File: src/rtl/lcd_spi_pkg.sv
// Shared constants and state encoding for the ST7789 SPI byte writer and the
// blocks that pace their traffic against it (init sequencer, image source).
package lcd_spi_pkg;

  typedef enum logic [2:0] {
    IDLE,
    LOAD,
    SHIFT,
    DONE,
    GAP
  } state_t;

  localparam int SCLK_HALF_DIV_DEF = 2;
  localparam int GAP_CYCLES_DEF    = 2;

  localparam int BIT_CNT_W = 3;
  localparam int DIV_CNT_W = 8;
  localparam int DC_BIT    = 8;

endpackage

File: src/rtl/lcd_spi_sclk_gen.sv
// SPI clock divider: registered sclk plus look-ahead rise/fall strobes that are
// high during the clock whose closing edge moves sclk up/down.
module lcd_spi_sclk_gen
  import lcd_spi_pkg::*;
#(
  parameter int HALF_DIV = SCLK_HALF_DIV_DEF
) (
  input  logic clk_50MHz,
  input  logic rst_n,
  input  logic en,
  input  logic clr,
  output logic sclk,
  output logic rise,
  output logic fall
);

  localparam logic [DIV_CNT_W-1:0] TERM   = DIV_CNT_W'(HALF_DIV - 1);
  localparam logic                 SINGLE = (HALF_DIV == 1);

  logic [DIV_CNT_W-1:0] div_cnt;
  logic [DIV_CNT_W-1:0] div_inc;

  assign div_inc = div_cnt + DIV_CNT_W'(1);

  always_ff @(posedge clk_50MHz or negedge rst_n) begin
    if (!rst_n) begin
      div_cnt <= '0;
      sclk    <= 1'b0;
      rise    <= 1'b0;
      fall    <= 1'b0;
    end else if (clr) begin
      div_cnt <= '0;
      sclk    <= 1'b0;
      rise    <= SINGLE;
      fall    <= 1'b0;
    end else if (en) begin
      if (div_cnt == TERM) begin
        div_cnt <= '0;
        sclk    <= ~sclk;
        // With a one-clock half period the opposite edge is due immediately.
        rise    <= SINGLE & sclk;
        fall    <= SINGLE & ~sclk;
      end else begin
        div_cnt <= div_inc;
        rise    <= (div_inc == TERM) & ~sclk;
        fall    <= (div_inc == TERM) & sclk;
      end
    end else begin
      rise <= 1'b0;
      fall <= 1'b0;
    end
  end

endmodule

File: src/rtl/lcd_spi_writer.sv
// SPI mode-0 byte serializer for the ST7789 panel: {dc, byte} in, one wr_done per byte.
// LCD_SPI_CS_TOGGLE_EN: release cs for the whole inter-byte gap instead of holding it low.
module lcd_spi_writer
  import lcd_spi_pkg::*;
#(
  parameter int SCLK_HALF_DIV = SCLK_HALF_DIV_DEF,
  parameter int GAP_CYCLES    = GAP_CYCLES_DEF
) (
  input  logic       clk_50MHz,
  input  logic       rst_n,
  input  logic [8:0] data,
  input  logic       en_write,
  output logic       wr_done,
  output logic       busy,
  output logic       cs,
  output logic       dc,
  output logic       sclk,
  output logic       mosi
);

  localparam logic [7:0] GAP_TERM = 8'(GAP_CYCLES - 1);

  state_t               state;
  logic [7:0]           shift_reg;
  logic [BIT_CNT_W-1:0] bit_cnt;
  logic [7:0]           gap_cnt;
  logic                 in_shift;
  logic                 in_load;
  logic                 sclk_rise;
  logic                 sclk_fall;

  assign in_shift = (state == SHIFT);
  assign in_load  = (state == LOAD);

  lcd_spi_sclk_gen #(
    .HALF_DIV (SCLK_HALF_DIV)
  ) u_sclk_gen (
    .clk_50MHz (clk_50MHz),
    .rst_n     (rst_n),
    .en        (in_shift),
    .clr       (in_load),
    .sclk      (sclk),
    .rise      (sclk_rise),
    .fall      (sclk_fall)
  );

  always_ff @(posedge clk_50MHz or negedge rst_n) begin
    if (!rst_n) begin
      state     <= IDLE;
      shift_reg <= '0;
      bit_cnt   <= '0;
      gap_cnt   <= '0;
      cs        <= 1'b1;
      mosi      <= 1'b0;
      dc        <= 1'b0;
      wr_done   <= 1'b0;
      busy      <= 1'b0;
    end else begin
      wr_done <= 1'b0;
      case (state)
        IDLE: begin
          cs <= 1'b1;
          if (en_write) state <= LOAD;
        end
        LOAD: begin
          shift_reg <= data[7:0];
          dc        <= data[DC_BIT];
          mosi      <= data[7];
          cs        <= 1'b0;
          busy      <= 1'b1;
          bit_cnt   <= '0;
          state     <= SHIFT;
        end
        SHIFT: begin
          // The panel latches on the rise; the next bit is presented on the fall.
          if (sclk_rise) shift_reg <= {shift_reg[6:0], 1'b0};
          if (sclk_fall) begin
            bit_cnt <= bit_cnt + 1'b1;
            if (&bit_cnt) state <= DONE;
            else          mosi  <= shift_reg[7];
          end
        end
        DONE: begin
          wr_done <= 1'b1;
          gap_cnt <= '0;
          state   <= GAP;
`ifdef LCD_SPI_CS_TOGGLE_EN
          cs      <= 1'b1;
`else
          cs      <= 1'b0;
`endif
        end
        GAP: begin
          if (gap_cnt == GAP_TERM) begin
            if (en_write) begin
              // Dropping cs here keeps its high time equal to the gap length.
              cs    <= 1'b0;
              state <= LOAD;
            end else begin
              cs    <= 1'b1;
              busy  <= 1'b0;
              state <= IDLE;
            end
          end else begin
            gap_cnt <= gap_cnt + 8'd1;
          end
        end
        default: state <= IDLE;
      endcase
    end
  end

endmodule

File: config.mk
export PLATFORM = sky130hd
export DESIGN_NAME = lcd_spi_writer
export DESIGN_NICKNAME = d
export VERILOG_FILES = /design/src/rtl/lcd_spi_pkg.sv /design/src/rtl/lcd_spi_sclk_gen.sv /design/src/rtl/lcd_spi_writer.sv
export SDC_FILE = /design/constraint.sdc
export NUM_CORES = 1
export LEC_CHECK = 0
export ABC_AREA = 1
export CAP_MARGIN = 25
export CORE_UTILIZATION = 25
export DETAILED_ROUTE_END_ITERATION = 6
export SETUP_SLACK_MARGIN = 0.02
export SLEW_MARGIN = 30
export SYNTH_ARGS = -nofsm -noshare
export SYNTH_HDL_FRONTEND = slang
export SYNTH_SLANG_ARGS = --single-unit
File: constraint.sdc
create_clock -name clk_50MHz -period 3 [get_ports clk_50MHz]
set_input_delay 0.6 -clock clk_50MHz [delete_from_list [all_inputs] [get_ports clk_50MHz]]
set_output_delay 0.6 -clock clk_50MHz [all_outputs]
set_load 0.05 [all_outputs]
==> key figures <==
Status
  – Status: finished, final reports clean

STA
  – Tmin final: approximately 2200 ps
  – Final-report hold violation count: 0
  – Final setup vio count: 0
  – Max_slew headroom: 0.664
  – Worst slew pin tran: roughly 500 ps
  – Pins Over Slew Limit: 0
  – Final worst slack: about 770 ps
  – Post-Route Skew: ~12 ps
  – Fmax: roughly 450 MHz
  – Period Utilization, post-route: 0.743
  – Setup TNS Final: 0 ps
  – RSZ-0062 raised after global routing: false

Clocking
  – CTS Hold Buffers Added: 0
  – CTS clk-pin slew, worst paths: about 90 ps
  – Clock Latency Late Sink: approximately 300 ps
  – TritonCTS Buffers: 5
  – CTS tree: built
  – Clock Root Buffer: clkbuf_8
  – CTS max path bufs: 2
  – H-tree lvl count: 2
  – Post-CTS Setup Bufs: 0
  – TritonCTS Sinks: 38
  – Post-cts resize count: 0

Worst setup path
  – Critical Path Slowest Stage Cell: clkdlybuf4s50_1
  – Setup crit end kind: output port
  – Crit-path cells: clkdlybuf4s50_1
  – Worst Path Arrival: between 1500 and 2000 ps
  – Buf/Inv on CP: 1
  – WP depth: 1
  – Critical path endpoint: cs
  – CP Max Fanout: 2
  – Register-to-Register Path Depth: 7
  – Critical path type: register to output port
  – Reg2reg start: state[0]
  – Worst path max stage delay: between 700 and 800 ps
  – Worst Setup SP: cs
  – R2r setup slk: ~1500 ps
  – RR Endpoint: shift_reg[2]
  – Crit path launch type: register
  – Worst EP required: ~2400 ps
  – Crit-path leading delay family: buffers and inverters

Final layout
  – Fillers: 840
  – Leading cell type in the layout, fill and taps excluded: nand2_1
  – FF/Latch Area: about 950 um2
  – Fin nets: between 200 and 300
  – Most frequent cells in the layout: nand2_1 (59), dfrtp_1 (37), inv_1 (26)
  – Final Non-Filler Cells: approximately 370
  – Area of the multi-input gates: between 900 and 1000 um2
  – Layout cells sized above 1: 0.139
  – P&R area growth vs syn: 20.0%
  – Ant diodes: 0

Power
  – PwrDens: a little over 900 nW/um2
  – Leakage: roughly 1.1 nW
  – Total power: about 2.2 mW
  – Worst VDD drop: just under 0.0003 V

Global route
  – First-pass GRT wire length: slightly above 7 mm
  – Vias in the first global route: about 1600
  – Total GRT Usage: 0.106
  – Largest net degree at the start of global routing: 39
  – Initial antenna violation count: 0
  – GRT overflow: 0

Synth
  – Seq/Total Area, Yosys: 0.464
  – Xor/xnor cell area share of the yosys netlist: 0.0171
  – Largest family of logic cells by synthesized area: simple AND/OR/NAND/NOR gates
  – Post-Syn Area: about 2000 um2
  – Synthesized area per cell: 8.44 um2
  – Cells after Synth: 243
  – Biggest area consumer among synthesized cells: dfrtp_1
  – Yosys warns: 0
  – Syn_nets: 262
  – Ranking of synthesized cells by area: dfrtp_1 (45%), nand2_1 (11%), nand3_1 (5.4%)
  – Post-synthesis register bit count: 38
  – Post-Synth Adder-Cell Area: 0.0427
  – Synth Area in Compound Gates: 0.147
  – Simple-gate share of the synthesized area: 0.249
  – Top cell type's share of synthesized area: 0.451
  – Mux cell area share after synthesis: 0
  – Distinct cells, synth: 29

Placement
  – Placed Cells: 359
  – Final Wtd Congestion: between 0.8 and 0.9
  – Port buffer count: 17
  – Pre-CTS WS: 1100 ps
  – Dpl hpwl: approximately 3.0 mm

Die
  – Initial core utilization: 0.261
  – I/O pin total: 18
  – Row cnt: 32
  – Die ar.: 8570 um2
  – Die span in y: ~93 um
  – Core Area: 7850 um2
  – Die width: 92.6 um

Detailed routing
  – WL final: slightly above 4 mm
  – Routed len/inst: 11.0 um
  – DR DRC count: 0
  – Via count: about 1600
  – Pre-antenna DRT Iters: 4
  – Antenna Nets Post-Route: 0
  – Detailed-route vias per instance: around 4.5
  – Starting DRC count in detailed routing: 84

Run
  – # Max-Cap Violations: 0

Min path
  – Min-Delay Path Class: input port to async pin
-- layer usage --
metal | track usage | routed length, um | up-vias
met5 | 0 | 0 | -
met4 | 0.0313 | 34 | 0
met3 | 0.0271 | 143 | 5
met2 | 0.167 | 1800 | 27
met1 | 0.143 | 2070 | 773
li1 | - | - | 839
-- cell families after synthesis --
family,after synthesis
fa+ha+maj,7
flops,38
compound gates,44
xor+xnor,4
simple gates,115
buf+inv,35
-- layout make-up --
class / instances / share of cell area
Timing Repair Buffer: 18 / 0.0753
Tap cell: 102 / 0.0519
Inverter: 32 / 0.0498
Sequential cell: 38 / 0.387
Clock inverter: 3 / 0.0280
Multi-Input combinational cell: 170 / 0.380
Clock buffer: 5 / 0.0280
-- worst min path at each step --
stage	startpoint	to	slack, ps
final	rst_n	gap_cnt[6]	150
after global routing	rst_n	gap_cnt[5]	160
after CTS	rst_n	gap_cnt[5]	440
after detailed placement	bit_cnt[1]	bit_cnt[1]	470
after global placement	bit_cnt[1]	bit_cnt[1]	460
after floorplan	rst_n	bit_cnt[0]	300
-- where the power goes --
| part | internal, mW | total [mW] | leakage, nW | switching [mW] |
|---|---|---|---|---|
| logic | 0.305 | 0.948 | 0.543 | 0.642 |
| clock network | 0.333 | 0.530 | 0.0683 | 0.196 |
| registers | 0.662 | 0.759 | 0.498 | 0.0971 |
| total | 1.30 | 2.24 | 1.11 | 0.936 |
-- through the flow --
stage | util | hold WS (ps) | cell area (um2)
finish | 0.313 | 152 | 2460
global route | 0.313 | 160 | 2460
CTS | 0.311 | 437 | 2440
detailed placement | 0.293 | 468 | 2300
global placement | 0.293 | 463 | 2300
floorplan | - | 304 | 2050
-- cells in the mapped netlist --
cell type / number
a21oi_1: 3
a21oi_2: 2
a2bb2oi_1: 1
buf_6: 1
buf_8: 2
clkinv_1: 1
dfrtp_1: 37
dfstp_2: 1
ha_1: 7
inv_1: 26
inv_2: 4
inv_4: 1
nand2_1: 59
nand2_2: 3
nand2_4: 3
nand3_1: 22
nand3_2: 1
nand4_1: 2
nor2_1: 20
nor2_2: 3
nor3_1: 2
o211ai_2: 6
o21ai_0: 3
o21ai_1: 21
o21ai_2: 2
o21ai_4: 1
o22ai_1: 5
xnor2_1: 1
xor2_1: 3
No activity file was read; power rests on OpenSTA's default activity.
